[src/rtl/hazard_ctrl_if.sv]
// Signal bundle between the pipeline datapath and the hazard controller.
// The datapath (master) drives the hazard inputs and consumes the keep/clear controls.
interface hazard_ctrl_if;
  logic [3:0] id_reg_a;
  logic [3:0] id_reg_b;
  logic       id_use_a;
  logic       id_use_b;
  logic       ex_mem_read;
  logic [3:0] ex_wreg;
  logic       id_branch_taken;
  logic       mem_instr_access;
  logic       mem_busy;
  logic       pc_keep;
  logic       if_keep;
  logic       idex_keep;
  logic       if_clear;
  logic       idex_clear;
  logic [7:0] stall_cnt;
  logic [1:0] state_dbg;

  modport master (
    output id_reg_a, id_reg_b, id_use_a, id_use_b, ex_mem_read, ex_wreg,
           id_branch_taken, mem_instr_access, mem_busy,
    input  pc_keep, if_keep, idex_keep, if_clear, idex_clear, stall_cnt, state_dbg
  );

  modport slave (
    input  id_reg_a, id_reg_b, id_use_a, id_use_b, ex_mem_read, ex_wreg,
           id_branch_taken, mem_instr_access, mem_busy,
    output pc_keep, if_keep, idex_keep, if_clear, idex_clear, stall_cnt, state_dbg
  );
endinterface

[src/rtl/hazard_ctrl.sv]
// Pipeline hazard controller: load-use stalls, fetch/MEM structural conflicts,
// taken-branch flushes and external memory freezes, with a saturating stall counter.
module hazard_ctrl (
  input  logic          clk,
  input  logic          rst,
  hazard_ctrl_if.slave  bus
);

  localparam logic [1:0] ST_RUN   = 2'd0;
  localparam logic [1:0] ST_STALL = 2'd1;
  localparam logic [1:0] ST_WAIT  = 2'd2;

  logic [1:0] r_state;
  logic [7:0] r_stall_cnt;
  logic [1:0] w_next_state;
  logic       w_lu_hazard;
  logic       w_pc_keep;
  logic       w_if_keep;
  logic       w_idex_keep;
  logic       w_if_clear;
  logic       w_idex_clear;

  // The bubble just inserted by STALL must not re-trigger the same load-use hazard.
  always_comb begin
    w_lu_hazard = 1'b0;
    if (r_state != ST_STALL) begin
      w_lu_hazard = bus.ex_mem_read &
                    ((bus.id_use_a & (bus.id_reg_a == bus.ex_wreg)) |
                     (bus.id_use_b & (bus.id_reg_b == bus.ex_wreg)));
    end
  end

  always_comb begin
    w_pc_keep    = 1'b0;
    w_if_keep    = 1'b0;
    w_idex_keep  = 1'b0;
    w_if_clear   = 1'b0;
    w_idex_clear = 1'b0;
    w_next_state = ST_RUN;
    if (!rst) begin
      w_if_clear   = 1'b1;
      w_idex_clear = 1'b1;
    end else if (bus.mem_busy) begin
      w_pc_keep    = 1'b1;
      w_if_keep    = 1'b1;
      w_idex_keep  = 1'b1;
      w_next_state = ST_WAIT;
    end else if (w_lu_hazard) begin
      w_pc_keep    = 1'b1;
      w_if_keep    = 1'b1;
      w_idex_clear = 1'b1;
      w_next_state = ST_STALL;
    end else if (bus.mem_instr_access) begin
      // A taken branch must still load its target even though the fetch slot is lost.
      w_pc_keep    = ~bus.id_branch_taken;
      w_if_clear   = 1'b1;
    end else if (bus.id_branch_taken) begin
      w_if_clear   = 1'b1;
    end
  end

  always_ff @(negedge clk or negedge rst) begin
    if (!rst) begin
      r_state     <= ST_RUN;
      r_stall_cnt <= 8'd0;
    end else begin
      r_state <= w_next_state;
      if (w_pc_keep && (r_stall_cnt != 8'hFF)) begin
        r_stall_cnt <= r_stall_cnt + 8'd1;
      end
    end
  end

  assign bus.pc_keep    = w_pc_keep;
  assign bus.if_keep    = w_if_keep;
  assign bus.idex_keep  = w_idex_keep;
  assign bus.if_clear   = w_if_clear;
  assign bus.idex_clear = w_idex_clear;
  assign bus.stall_cnt  = r_stall_cnt;
  assign bus.state_dbg  = r_state;

endmodule

[src/flat_wrapper.sv]
// flat-port wrapper written by rule: the top's interface ports become plain ports
module hazard_ctrl_flat 
  (clk, rst, bus_id_reg_a, bus_id_reg_b, bus_id_use_a, bus_id_use_b, bus_ex_mem_read, bus_ex_wreg, bus_id_branch_taken, bus_mem_instr_access, bus_mem_busy, bus_pc_keep, bus_if_keep, bus_idex_keep, bus_if_clear, bus_idex_clear, bus_stall_cnt, bus_state_dbg);
  hazard_ctrl_if bus_i ();
  input  logic clk;
  input  logic rst;
  input wire logic [$bits(bus_i.id_reg_a)-1:0] bus_id_reg_a;
  input wire logic [$bits(bus_i.id_reg_b)-1:0] bus_id_reg_b;
  input wire logic [$bits(bus_i.id_use_a)-1:0] bus_id_use_a;
  input wire logic [$bits(bus_i.id_use_b)-1:0] bus_id_use_b;
  input wire logic [$bits(bus_i.ex_mem_read)-1:0] bus_ex_mem_read;
  input wire logic [$bits(bus_i.ex_wreg)-1:0] bus_ex_wreg;
  input wire logic [$bits(bus_i.id_branch_taken)-1:0] bus_id_branch_taken;
  input wire logic [$bits(bus_i.mem_instr_access)-1:0] bus_mem_instr_access;
  input wire logic [$bits(bus_i.mem_busy)-1:0] bus_mem_busy;
  output wire logic [$bits(bus_i.pc_keep)-1:0] bus_pc_keep;
  output wire logic [$bits(bus_i.if_keep)-1:0] bus_if_keep;
  output wire logic [$bits(bus_i.idex_keep)-1:0] bus_idex_keep;
  output wire logic [$bits(bus_i.if_clear)-1:0] bus_if_clear;
  output wire logic [$bits(bus_i.idex_clear)-1:0] bus_idex_clear;
  output wire logic [$bits(bus_i.stall_cnt)-1:0] bus_stall_cnt;
  output wire logic [$bits(bus_i.state_dbg)-1:0] bus_state_dbg;
  assign bus_i.id_reg_a = bus_id_reg_a;
  assign bus_i.id_reg_b = bus_id_reg_b;
  assign bus_i.id_use_a = bus_id_use_a;
  assign bus_i.id_use_b = bus_id_use_b;
  assign bus_i.ex_mem_read = bus_ex_mem_read;
  assign bus_i.ex_wreg = bus_ex_wreg;
  assign bus_i.id_branch_taken = bus_id_branch_taken;
  assign bus_i.mem_instr_access = bus_mem_instr_access;
  assign bus_i.mem_busy = bus_mem_busy;
  assign bus_pc_keep = bus_i.pc_keep;
  assign bus_if_keep = bus_i.if_keep;
  assign bus_idex_keep = bus_i.idex_keep;
  assign bus_if_clear = bus_i.if_clear;
  assign bus_idex_clear = bus_i.idex_clear;
  assign bus_stall_cnt = bus_i.stall_cnt;
  assign bus_state_dbg = bus_i.state_dbg;
  hazard_ctrl u_core (.clk(clk), .rst(rst), .bus(bus_i));
endmodule
[config.mk]
export PLATFORM = sky130hd
export DESIGN_NAME = hazard_ctrl_flat
export DESIGN_NICKNAME = d
export VERILOG_FILES = /design/src/rtl/hazard_ctrl_if.sv /design/src/rtl/hazard_ctrl.sv /design/src/flat_wrapper.sv
export SDC_FILE = /design/constraint.sdc
export NUM_CORES = 1
export LEC_CHECK = 0
export BUFFER_PORTS_ARGS = -buffer_cell sky130_fd_sc_hd__buf_2
export CAP_MARGIN = 20
export CELL_PAD_IN_SITES_DETAIL_PLACEMENT = 1
export CELL_PAD_IN_SITES_GLOBAL_PLACEMENT = 1
export CORE_MARGIN = 3
export CORE_UTILIZATION = 31
export CTS_CLUSTER_SIZE = 24
export DETAILED_ROUTE_END_ITERATION = 7
export PLACE_DENSITY_LB_ADDON = 0.1
export SYNTH_ARGS = -nofsm -noshare
export SYNTH_HDL_FRONTEND = slang
export SYNTH_SLANG_ARGS = --single-unit
[constraint.sdc]
create_clock -name clk -period 2.5 [get_ports clk]
set_clock_uncertainty 0.2 [all_clocks]
set_input_delay 0.125 -clock clk [delete_from_list [all_inputs] [get_ports clk]]
set_output_delay 0.125 -clock clk [all_outputs]
set_load 0.02 [all_outputs]
==> summary.md, run 1 <==
| Metric | Value |
|---|---|
| Fin cells | `about 150` |
| Synthesized flop and latch total | `10` |
| Core box area | `~0.0018 mm^2` |
| Worst Path Class, Setup | `reg -> out` |
| # IOs | `35` |
| VDD IR-drop max | `between 0.0006 and 0.0007 V` |
| RSZ-0062 raised after global routing | `yes` |
| Antenna violations before repair | `0` |
| Layout cell share with drive strength beyond 1 | `approximately two thirds` |
| Setup crit start kind | `flip-flop` |
| Die area | `around 0.0027 mm^2` |
| Clk buf depth | `2` |
| DP Cell Count | `about 130` |
| Chip width | `between 50 and 60 um` |
| Clk pin slew, worst setup/hold paths | `about 0.050 ns` |
| Clock sinks | `10` |
| DRT iter0 DRCs | `9` |
| Top Metal Used | `met4` |
| Die height | `51.7 um` |
| Htree depth | `1` |
| Worst Hold Class | `reg -> reg` |
| Detailed-route wire length per cell | `16.9 um` |
| Final instance area | `0.00117 mm^2` |
| ANT cells | `0` |
| First-pass GRT wire length | `approximately 3100 um` |
| Root Driver | `clkbuf_4` |
| WP data arrival | `a little over 3 ns` |
| Drt pass-1 iters | `4` |
| Pwr Density | `727 mW/mm^2` |
| CTS tree | `done` |
| Final Setup Violations | `15` |
| Layout Nets | `roughly 150` |
| Vias post-DR | `728` |
| M1 WL | `between 1000 and 1500 um` |
| Drt total wl | `2500 um` |
| WP data required | `between 2 and 2.5 ns` |
| Mapped Area | `647 um^2` |
| Top FF cell, synth | `dfrtn_1` |
| Most numerous cell in the Yosys netlist | `dfrtn_1` |
| RD Place Congestion | `roughly 0.73` |
| CP endpoint kind | `primary output` |
| Site row count | `15` |
| Max-slew headroom | `a little over 80%` |
| Syn Area/Cell | `10.1 um^2` |
| Post-synth top area share | `38.7%` |
| Synth area leaders | `dfrtn_1 (39%), xnor2_1 (11%), xor2_1 (8.1%), and3_1 (4.8%), nand4_1 (4.8%)` |
| LEAKAGE | `around 0.60 nW` |
| Gr usage total | `about 15%` |
| Vias per cell | `approximately 5` |
| Routed wl met3 | `between 100 and 150 um` |
| CTS Buf Count | `3` |
| Post-synth EDFFs | `0` |
| Largest net degree at the start of global routing | `11` |
| Post-Place Cell Area | `~940 um^2` |
| Setup ws final | `-0.857 ns` |
| Max Slew Vio Count | `0` |
| Tightest Pin Transition | `approximately 0.26 ns` |
| Clk_lat worst skew | `0.29 ns` |
| Dominant cell type by area after synthesis | `dfrtn_1` |
| Routed wl met2 | `1350 um` |
| Port bufs | `34` |
| Distinct cell type count after synthesis | `26` |
| Synth async-reset ratio | `100%` |
| YS warnings | `0` |
| Register area share after synthesis | `between 30% and 40%` |
| Area growth syn-to-layout | `80.3%` |
| Total grt overflow | `0` |
| Commonest cells post-synth | `dfrtn_1 (10), xnor2_1 (8), xor2_1 (6)` |
| Number of global-route vias before repair | `just under 700` |
| Status | `finished with violations` |
| Critical Path Fanout Max | `3` |
| Post-Syn Instances | `between 60 and 70` |
| Initial Utilization | `35.2%` |
| Failing checks | `setup timing` |
| Final Hold Viols | `0` |
| Post-DRT Antenna Nets | `0` |
| Syn Nets | `85` |
| # DRC | `0` |
| DP HPWL | `1430 um` |
| Max cap viols | `0` |
-- repair_timing --
item	in CTS	in global routing
pin swaps	8	7
buffers inserted	3	9
hold buffers	0	0
gates resized for setup	18	6
setup endpoints to repair	20	19
gates cloned	0	0
-- state kept, by name (all words and copies together), names as in the netlist --
register	cells
u_core.bus.stall_cnt	8
u_core.bus.state_dbg	2
-- metrics by stage --
step           setup slack (ns)  hold WS (ns)  power [mW]  util [%]  setup TNS [ns]
2_1_floorplan            -0.633         0.133       0.438         -           -5.41
3_5_place_dp             -0.763         0.262       0.562      51.2           -7.49
6_report                 -0.857         0.350       0.848      63.4           -6.51
3_3_place_gp             -0.746         0.252       0.555      51.2           -7.33
4_1_cts                  -0.859         0.266       0.763      57.9           -6.41
5_1_grt                  -0.910         0.387       0.892      63.4           -7.42
-- metal layers --
metal	up-vias	global-route usage, %
met3	2	4.87
met1	360	17.8
met5	-	0
li1	342	-
met2	24	26.7
met4	0	3.93
-- area by class of cell --
class                           count  area (um^2)
Fill cell                         223          673
Multi-Input combinational cell     51          464
Inverter                            1         3.75
Clock buffer                        4         36.3
Timing Repair Buffer               57          380
Tap cell                           25         31.3
Sequential cell                    10          250
-- kinds of logic (layout without fill, tap and decap cells) --
logic type / Yosys count / in the layout / synth area share (%)
muxes: 1 / 1 / 1.74
xor gates and xnor gates: 14 / 14 / 19.0
AOI/OAI and AO/OA: 5 / 5 / 6.38
adders and majority gates: 1 / 1 / 1.93
DFF: 10 / 10 / 38.7
and+or+nand+nor: 30 / 30 / 29.4
buffers and inverters: 3 / 62 / 2.90
-- power by group --
part / total (mW) / internal (mW) / switching [mW]
logic: 0.440 / 0.223 / 0.217
registers: 0.249 / 0.211 / 0.0375
clock network: 0.159 / 0.0889 / 0.0701
-- cells in the final DEF, fill, tap and decap left out --
master and count:
and3_4 1, nand4_1 5, nand3_1 3, nand2_2 2
inv_2 1, xnor2_2 2, nand3_2 1, and3_1 4
xor2_1 4, mux2_4 1, a31oi_2 1, nor3b_2 1
xor2_2 2, nor4b_4 1, o21ai_2 1, and2_1 1
o21ai_4 1, buf_4 28, a31oi_1 1, clkbuf_8 1
buf_6 4, nor2_1 4, nor4_1 1, dfrtn_1 10
a21boi_4 1, xnor2_1 6, clkbuf_4 3, ha_1 1
nor2b_1 2, or4_4 1, and2_4 2, or3_4 1
buf_2 25
-- final timing paths --
path,from,endpoint,slack [ns],cells past startpoint
max,u_core.bus.state_dbg[0]$_DFF_NN0_,bus_pc_keep,-0.86,5
max in group asynchronous,rst,u_core.bus.stall_cnt[5]$_DFFE_NN0P_,1.07,2
min in group asynchronous,rst,u_core.bus.stall_cnt[1]$_DFFE_NN0P_,0.84,2
max reg2reg,u_core.bus.stall_cnt[0]$_DFFE_NN0P_,u_core.bus.stall_cnt[1]$_DFFE_NN0P_,0.28,7
min,u_core.bus.stall_cnt[7]$_DFFE_NN0P_,u_core.bus.stall_cnt[7]$_DFFE_NN0P_,0.35,2
min reg2reg,u_core.bus.stall_cnt[7]$_DFFE_NN0P_,u_core.bus.stall_cnt[7]$_DFFE_NN0P_,0.35,2
-- critical path: stages, from the launching register on --
cell	delay, ns
dfrtn_1	0.46
a21boi_4	0.08
and3_4	0.16
or4_4	0.51
and2_4	0.16
buf_6	0.12
Power figures use the tool's default switching activity.
==> run 2, diff against run 1 <==
clock period = 3.7 ns   (was 2.5 ns; I/O delays follow)
==> run 2 against run 1 <==
The run still ends with setup timing left. Combinational power is 57% lower. Non-clock buffer count is 13 lower. Final area is 14% lower. Die area stayed put. Global-route usage is 0.78 points lower. Clock power is 38% lower. Clock-buffer cell count stayed put. Routed wire length is 30% lower. Critical path type unchanged.
==> summary.md, run 2 (synthesized netlist as in run 1, its figures left out) <==
| Metric | Value |
|---|---|
| Status | `finished with violations` |
| Failing checks | `setup timing` |
| Critical path buffer and inverter count | `1 (unchanged)` |
| Max-slew headroom | `72.4% (-10 points)` |
| CP top delay family | `simple AND/OR/NAND/NOR gates` |
| Final instance area | `0.00100 mm^2 (-14%)` |
| Site row count | `15 (unchanged)` |
| Hold slack | `0.252 ns (-0.0978 ns)` |
| Hold_sp | `u_core.bus.stall_cnt[4]$_DFFE_NN0P_` |
| Number of global-route vias before repair | `666 (-1.3%)` |
| Total grt overflow | `0 (unchanged)` |
| Antenna violations before repair | `0 (unchanged)` |
| Max cap viols | `0 (unchanged)` |
| # DRC | `0 (unchanged)` |
| Vias post-DR | `646 (-11%)` |
| Drt pass-1 iters | `4 (unchanged)` |
| RSZ-0062 raised after global routing | `yes` |
| DP Cell Count | `127 (-3.8%)` |
| Htree depth | `1 (unchanged)` |
| Slack of the worst reg-to-reg path | `1.46 ns (+1.18 ns)` |
| Chip width | `51.7 um (unchanged)` |
| # IOs | `35 (unchanged)` |
| Max Slew Vio Count | `0 (unchanged)` |
| Critical Path Fanout Max | `3 (unchanged)` |
| Drt total wl | `1750 um (-30%)` |
| Core box area | `0.00184 mm^2 (unchanged)` |
| Clock sinks | `10 (unchanged)` |
| Detailed-route wire length per cell | `13.0 um (-23%)` |
| Max reg flops | `8 (unchanged)` |
| Area growth syn-to-layout | `55.3%` |
| VDD IR-drop max | `0.000250 V (-58%)` |
| Commonest non-fill, non-tap cell in the layout | `buf_2` |
| Max incr delay on CP | `0.52 ns (about the same)` |
| DRT iter0 DRCs | `2 (-7)` |
| Post-layout utilization of the core | `54.6% (-8.8 points)` |
| Clk_lat worst skew | `0.27 ns (-0.02 ns)` |
| Post-DRT Antenna Nets | `0 (unchanged)` |
| Layout Nets | `132 (-9.0%)` |
| Die area | `0.00267 mm^2 (unchanged)` |
| Setup ws final | `-0.287 ns (+0.570 ns)` |
| Tightest Pin Transition | `0.414 ns (+0.151 ns)` |
| Commonest non-fill, non-tap cells in the layout | `buf_2 (31), buf_4 (11), dfrtn_1 (10), xnor2_1 (7), nand4_1 (5)` |
| Clk pin slew, worst setup/hold paths | `0.05 ns (about the same)` |
| Slowest cell on the critical path | `or4_4` |
| Final Setup Violations | `9 (-6)` |
| WP data required | `3.31 ns (+1.14 ns)` |
| Crit. Startpoint | `u_core.bus.state_dbg[0]$_DFF_NN0_` |
| First-pass GRT wire length | `2930 um (-4.9%)` |
| ANT cells | `0 (unchanged)` |
| CP endpoint kind | `primary output` |
| Pwr Total | `471 uW (-44%)` |
| Final Hold Viols | `0 (unchanged)` |
| Layout cell share with drive strength beyond 1 | `53.6% (-12 points)` |
| Pwr Density | `469 mW/mm^2 (-35%)` |
| WP data arrival | `3.60 ns (+0.57 ns)` |
| RD Place Congestion | `0.732 (+0.48%)` |
| Root Driver | `clkbuf_4` |
| Setup crit start kind | `flip-flop` |
| Worst Path Class, Setup | `reg -> out` |
| Vias per cell | `4.79 (-2.7%)` |
| Worst r2r src | `u_core.bus.state_dbg[0]$_DFF_NN0_` |
| Port bufs | `34 (unchanged)` |
| Fin cells | `135 (-8.8%)` |
| Die height | `51.7 um (unchanged)` |
| Largest net degree at the start of global routing | `24 (+13)` |
| Critical Path, Cell by Cell | `a21boi_4 > and3_4 > or4_4 > and2_4 > buf_6` |
| Initial Utilization | `35.2% (unchanged)` |
| Worst Hold Class | `reg -> reg` |
| CTS Buf Count | `3 (unchanged)` |
| Post-Place Cell Area | `887 um^2 (-5.8%)` |
| LEAKAGE | `0.512 nW (-14%)` |
| Gr usage total | `14.5% (-0.78 points)` |
| Clk buf depth | `2 (unchanged)` |
| DP HPWL | `1380 um (-3.9%)` |
| CTS tree | `done` |
run 2: where the power goes:
group / switching (mW) / leakage, nW / internal [mW]
logic: 0.0982 / 0.363 / 0.0913
registers: 0.0409 / 0.128 / 0.143
clock network: 0.0387 / 0.0210 / 0.0597
run 2: routing by layer:
metal,track usage [%],vias up,share of wire (%)
met5,0,-,0
met4,3.93,0,0.91
met3,3.72,2,6.6
met2,24.8,23,49
met1,17.8,304,44
li1,-,317,-
run 2: path summary, 6_finish.rpt:
kind                                                       end  cells after the start
setup reg to reg           u_core.bus.stall_cnt[1]$_DFFE_NN0P_                      7
hold / removal             u_core.bus.stall_cnt[4]$_DFFE_NN0P_                      1
max in group asynchronous    u_core.bus.state_dbg[0]$_DFF_NN0_                      1
hold reg to reg            u_core.bus.stall_cnt[4]$_DFFE_NN0P_                      1
setup / recovery                                   bus_pc_keep                      5
min in group asynchronous  u_core.bus.stall_cnt[6]$_DFFE_NN0P_                      1
run 2: stage by stage:
step / setup slack (ns) / setup TNS [ns]
detailed placement: -0.219 / -1.02
finish: -0.287 / -0.957
CTS: -0.310 / -0.888
floorplan: -0.0930 / -0.163
global route: -0.332 / -1.94
global placement: -0.198 / -0.863
run 2: what timing repair did:
action,CTS,global route
setup endpoints to repair,4,9
cloned,0,0
pin swaps,2,5
hold endpoints to repair,0,0
setup buffers,2,2
hold buffers,0,0
resized for setup,3,7
run 2: cell type report:
cell class,count,area [um^2]
clock buffers,4,36.3
fillers,220,835
inverters,1,3.75
multi-input cells,51,423
flip-flops and latches,10,250
well taps,25,31.3
repair buffers,44,260
==> run 3, diff against run 2 <==
CORE_MARGIN = default   (was 3)
CORE_UTILIZATION = 33   (was 31)
clock period = 4.95 ns   (was 3.7 ns; I/O delays follow)
==> run 3 against run 2 <==
The flow now finishes without violations. Sequential share of layout area is 4.3 points higher. Worst hold slack better by 0.0056 ns. Final cell count is 8.1% lower. Highest routed layer is now met3.
==> summary.md, run 3 (synthesized netlist as in run 1, its figures left out) <==
| Metric | Value |
|---|---|
| Max-slew headroom | `72.8% (+0.41 points)` |
| Core box area | `0.00178 mm^2 (-3.1%)` |
| Clock sinks | `10 (unchanged)` |
| Vias per cell | `4.71 (-1.6%)` |
| Site row count | `15 (unchanged)` |
| Post-Place Cell Area | `833 um^2 (-6.1%)` |
| Clk buf depth | `2 (unchanged)` |
| Detailed-route wire length per cell | `12.1 um (-6.6%)` |
| Status | `completed` |
| Commonest non-fill, non-tap cells in the layout | `buf_2 (34), dfrtn_1 (10), xnor2_1 (8), xor2_1 (6)` |
| Layout Nets | `122 (-7.6%)` |
| Clk pin slew, worst setup/hold paths | `0.05 ns (about the same)` |
| Antenna violations before repair | `0 (unchanged)` |
| Post-DRT Antenna Nets | `0 (unchanged)` |
| CTS Buf Count | `3 (unchanged)` |
| Critical Path, Cell by Cell | `a21boi_4 > and3_1 > or4_4 > and2_4 > buf_2` |
| Critical Path Fanout Max | `8 (+5)` |
| Post-CTS Setup Bufs | `0 (-2)` |
| VDD IR-drop max | `0.000242 V (-3.2%)` |
| Worst r2r src | `u_core.bus.stall_cnt[1]$_DFFE_NN0P_` |
| Worst r2r dst | `u_core.bus.stall_cnt[1]$_DFFE_NN0P_` |
| Pwr Density | `370 mW/mm^2 (-21%)` |
| Sum of negative setup slack | `0 ns (+0.957 ns)` |
| Initial Utilization | `36.3% (+1.1 points)` |
| Max Slew Vio Count | `0 (unchanged)` |
| Setup crit start kind | `flip-flop` |
| Worst Hold Class | `reg -> reg` |
| Htree depth | `1 (unchanged)` |
| Drt pass-1 iters | `4 (unchanged)` |
| NetSw | `127 uW (-29%)` |
| Die height | `46.3 um (-10%)` |
| Hold_sp | `u_core.bus.stall_cnt[7]$_DFFE_NN0P_` |
| Die area | `0.00214 mm^2 (-20%)` |
| Pint | `189 uW (-36%)` |
| Vias post-DR | `584 (-9.6%)` |
| Hold buffer count at CTS | `0 (unchanged)` |
| R2R cell count | `6 (-1)` |
| Commonest non-fill, non-tap cell in the layout | `buf_2` |
| Chip width | `46.3 um (-10%)` |
| Reg power frac | `43.6% (+4.7 points)` |
| WP data arrival | `4.38 ns (+0.78 ns)` |
| CTS tree | `done` |
| Hold Path End | `u_core.bus.stall_cnt[7]$_DFFE_NN0P_` |
| Layout cell share with drive strength beyond 1 | `42.4% (-11 points)` |
| Clk_lat worst skew | `0.27 ns (about the same)` |
| Final Setup Violations | `0 (-9)` |
| Area growth syn-to-layout | `32.3%` |
| # DRC | `0 (unchanged)` |
| Port bufs | `34 (unchanged)` |
| Number of global-route vias before repair | `538 (-19%)` |
| DRT iter0 DRCs | `3 (+1)` |
| Clk pwr share | `17.3% (-3.6 points)` |
| Largest net degree at the start of global routing | `24 (unchanged)` |
| RSZ-0062 raised after global routing | `no` |
| LEAKAGE | `0.436 nW (-15%)` |
| Root Driver | `clkbuf_4` |
| Slack of the worst reg-to-reg path | `2.79 ns (+1.33 ns)` |
| Slowest cell on the critical path | `or4_4` |
| Worst Path Class, Setup | `reg -> out` |
| Hold depth | `1 (unchanged)` |
| Comb pwr share | `39.0% (-1.2 points)` |
| Post-cts gate resize count | `0 (-3)` |
| RD Place Congestion | `0.780 (+6.5%)` |
| Tightest Pin Transition | `0.408 ns (-0.00608 ns)` |
| ANT cells | `0 (unchanged)` |
| Final instance area | `856 um^2 (-15%)` |
| CP endpoint kind | `primary output` |
| DP HPWL | `1200 um (-13%)` |
| Max incr delay on CP | `0.58 ns (+0.06 ns)` |
| Switching fraction of total power | `40.2% (+2.4 points)` |
| Hold slack | `0.257 ns (+0.00563 ns)` |
| First-pass GRT wire length | `2260 um (-23%)` |
| Setup ws final | `0.118 ns (+0.405 ns)` |
| Gr usage total | `15.1% (+0.60 points)` |
| Total grt overflow | `0 (unchanged)` |
| Final Hold Viols | `0 (unchanged)` |
| Max cap viols | `0 (unchanged)` |
| Drt total wl | `1500 um (-14%)` |
| Max reg flops | `8 (unchanged)` |
| Pre-CTS setup slack | `0.291 ns (+0.509 ns)` |
| # IOs | `35 (unchanged)` |
| WP data required | `4.50 ns (+1.19 ns)` |
run 3: how the worst max path moves through the flow:
stage	start	to	slack, ns
final	u_core.bus.state_dbg[0]$_DFF_NN0_	bus_pc_keep	0.12
after CTS	u_core.bus.state_dbg[0]$_DFF_NN0_	bus_pc_keep	0.10
after global routing	u_core.bus.state_dbg[0]$_DFF_NN0_	bus_pc_keep	0.06
after detailed placement	bus_ex_wreg[2]	u_core.bus.stall_cnt[1]$_DFFE_NN0P_	0.29
after floorplan	u_core.bus.state_dbg[0]$_DFF_NN0_	bus_pc_keep	0.40
after global placement	bus_ex_wreg[2]	u_core.bus.stall_cnt[1]$_DFFE_NN0P_	0.31
run 3: stage by stage:
| stage | instances | utilization (%) | power, mW |
|---|---|---|---|
| final | 124 | 48.0 | 0.316 |
| after global routing | 124 | 48.0 | 0.337 |
| after CTS | 124 | 48.0 | 0.321 |
| after detailed placement | 121 | 46.7 | 0.264 |
| after global placement | 121 | 46.7 | 0.261 |
| after floorplan | 64 | - | 0.213 |
run 3: power groups by stage:
stage | combinational, mW | clock [mW] | sequential (mW)
floorplan | 0.0530 | 0 | 0.160
global placement | 0.123 | 0 | 0.138
detailed placement | 0.125 | 0 | 0.138
CTS | 0.126 | 0.0576 | 0.137
global route | 0.136 | 0.0599 | 0.142
finish | 0.123 | 0.0549 | 0.138
run 3: cell type report:
class	count	area, um^2
tap	25	31.3
clock buffer	3	22.5
fill	225	927
sequential	10	250
multi-input combinational	51	378
timing repair buffer	34	170
inverter	1	3.75
run 3: worst max-delay path, delay by kind of cell (launching register included):
kind,cells,cell delay [ns]
AO/OA/AOI/OAI,1,0.07
buffers and inverters,1,0.15
flip-flops,1,0.44
AND/OR/NAND/NOR,3,0.98
run 3: layer usage:
metal | vias to the layer above | routed length [um] | global-route usage [%]
li1 | 297 | - | -
met1 | 271 | 683 | 19.1
met2 | 16 | 728 | 23.7
met3 | 0 | 89 | 7.45
met4 | 0 | 0 | 1.76
met5 | - | 0 | 0
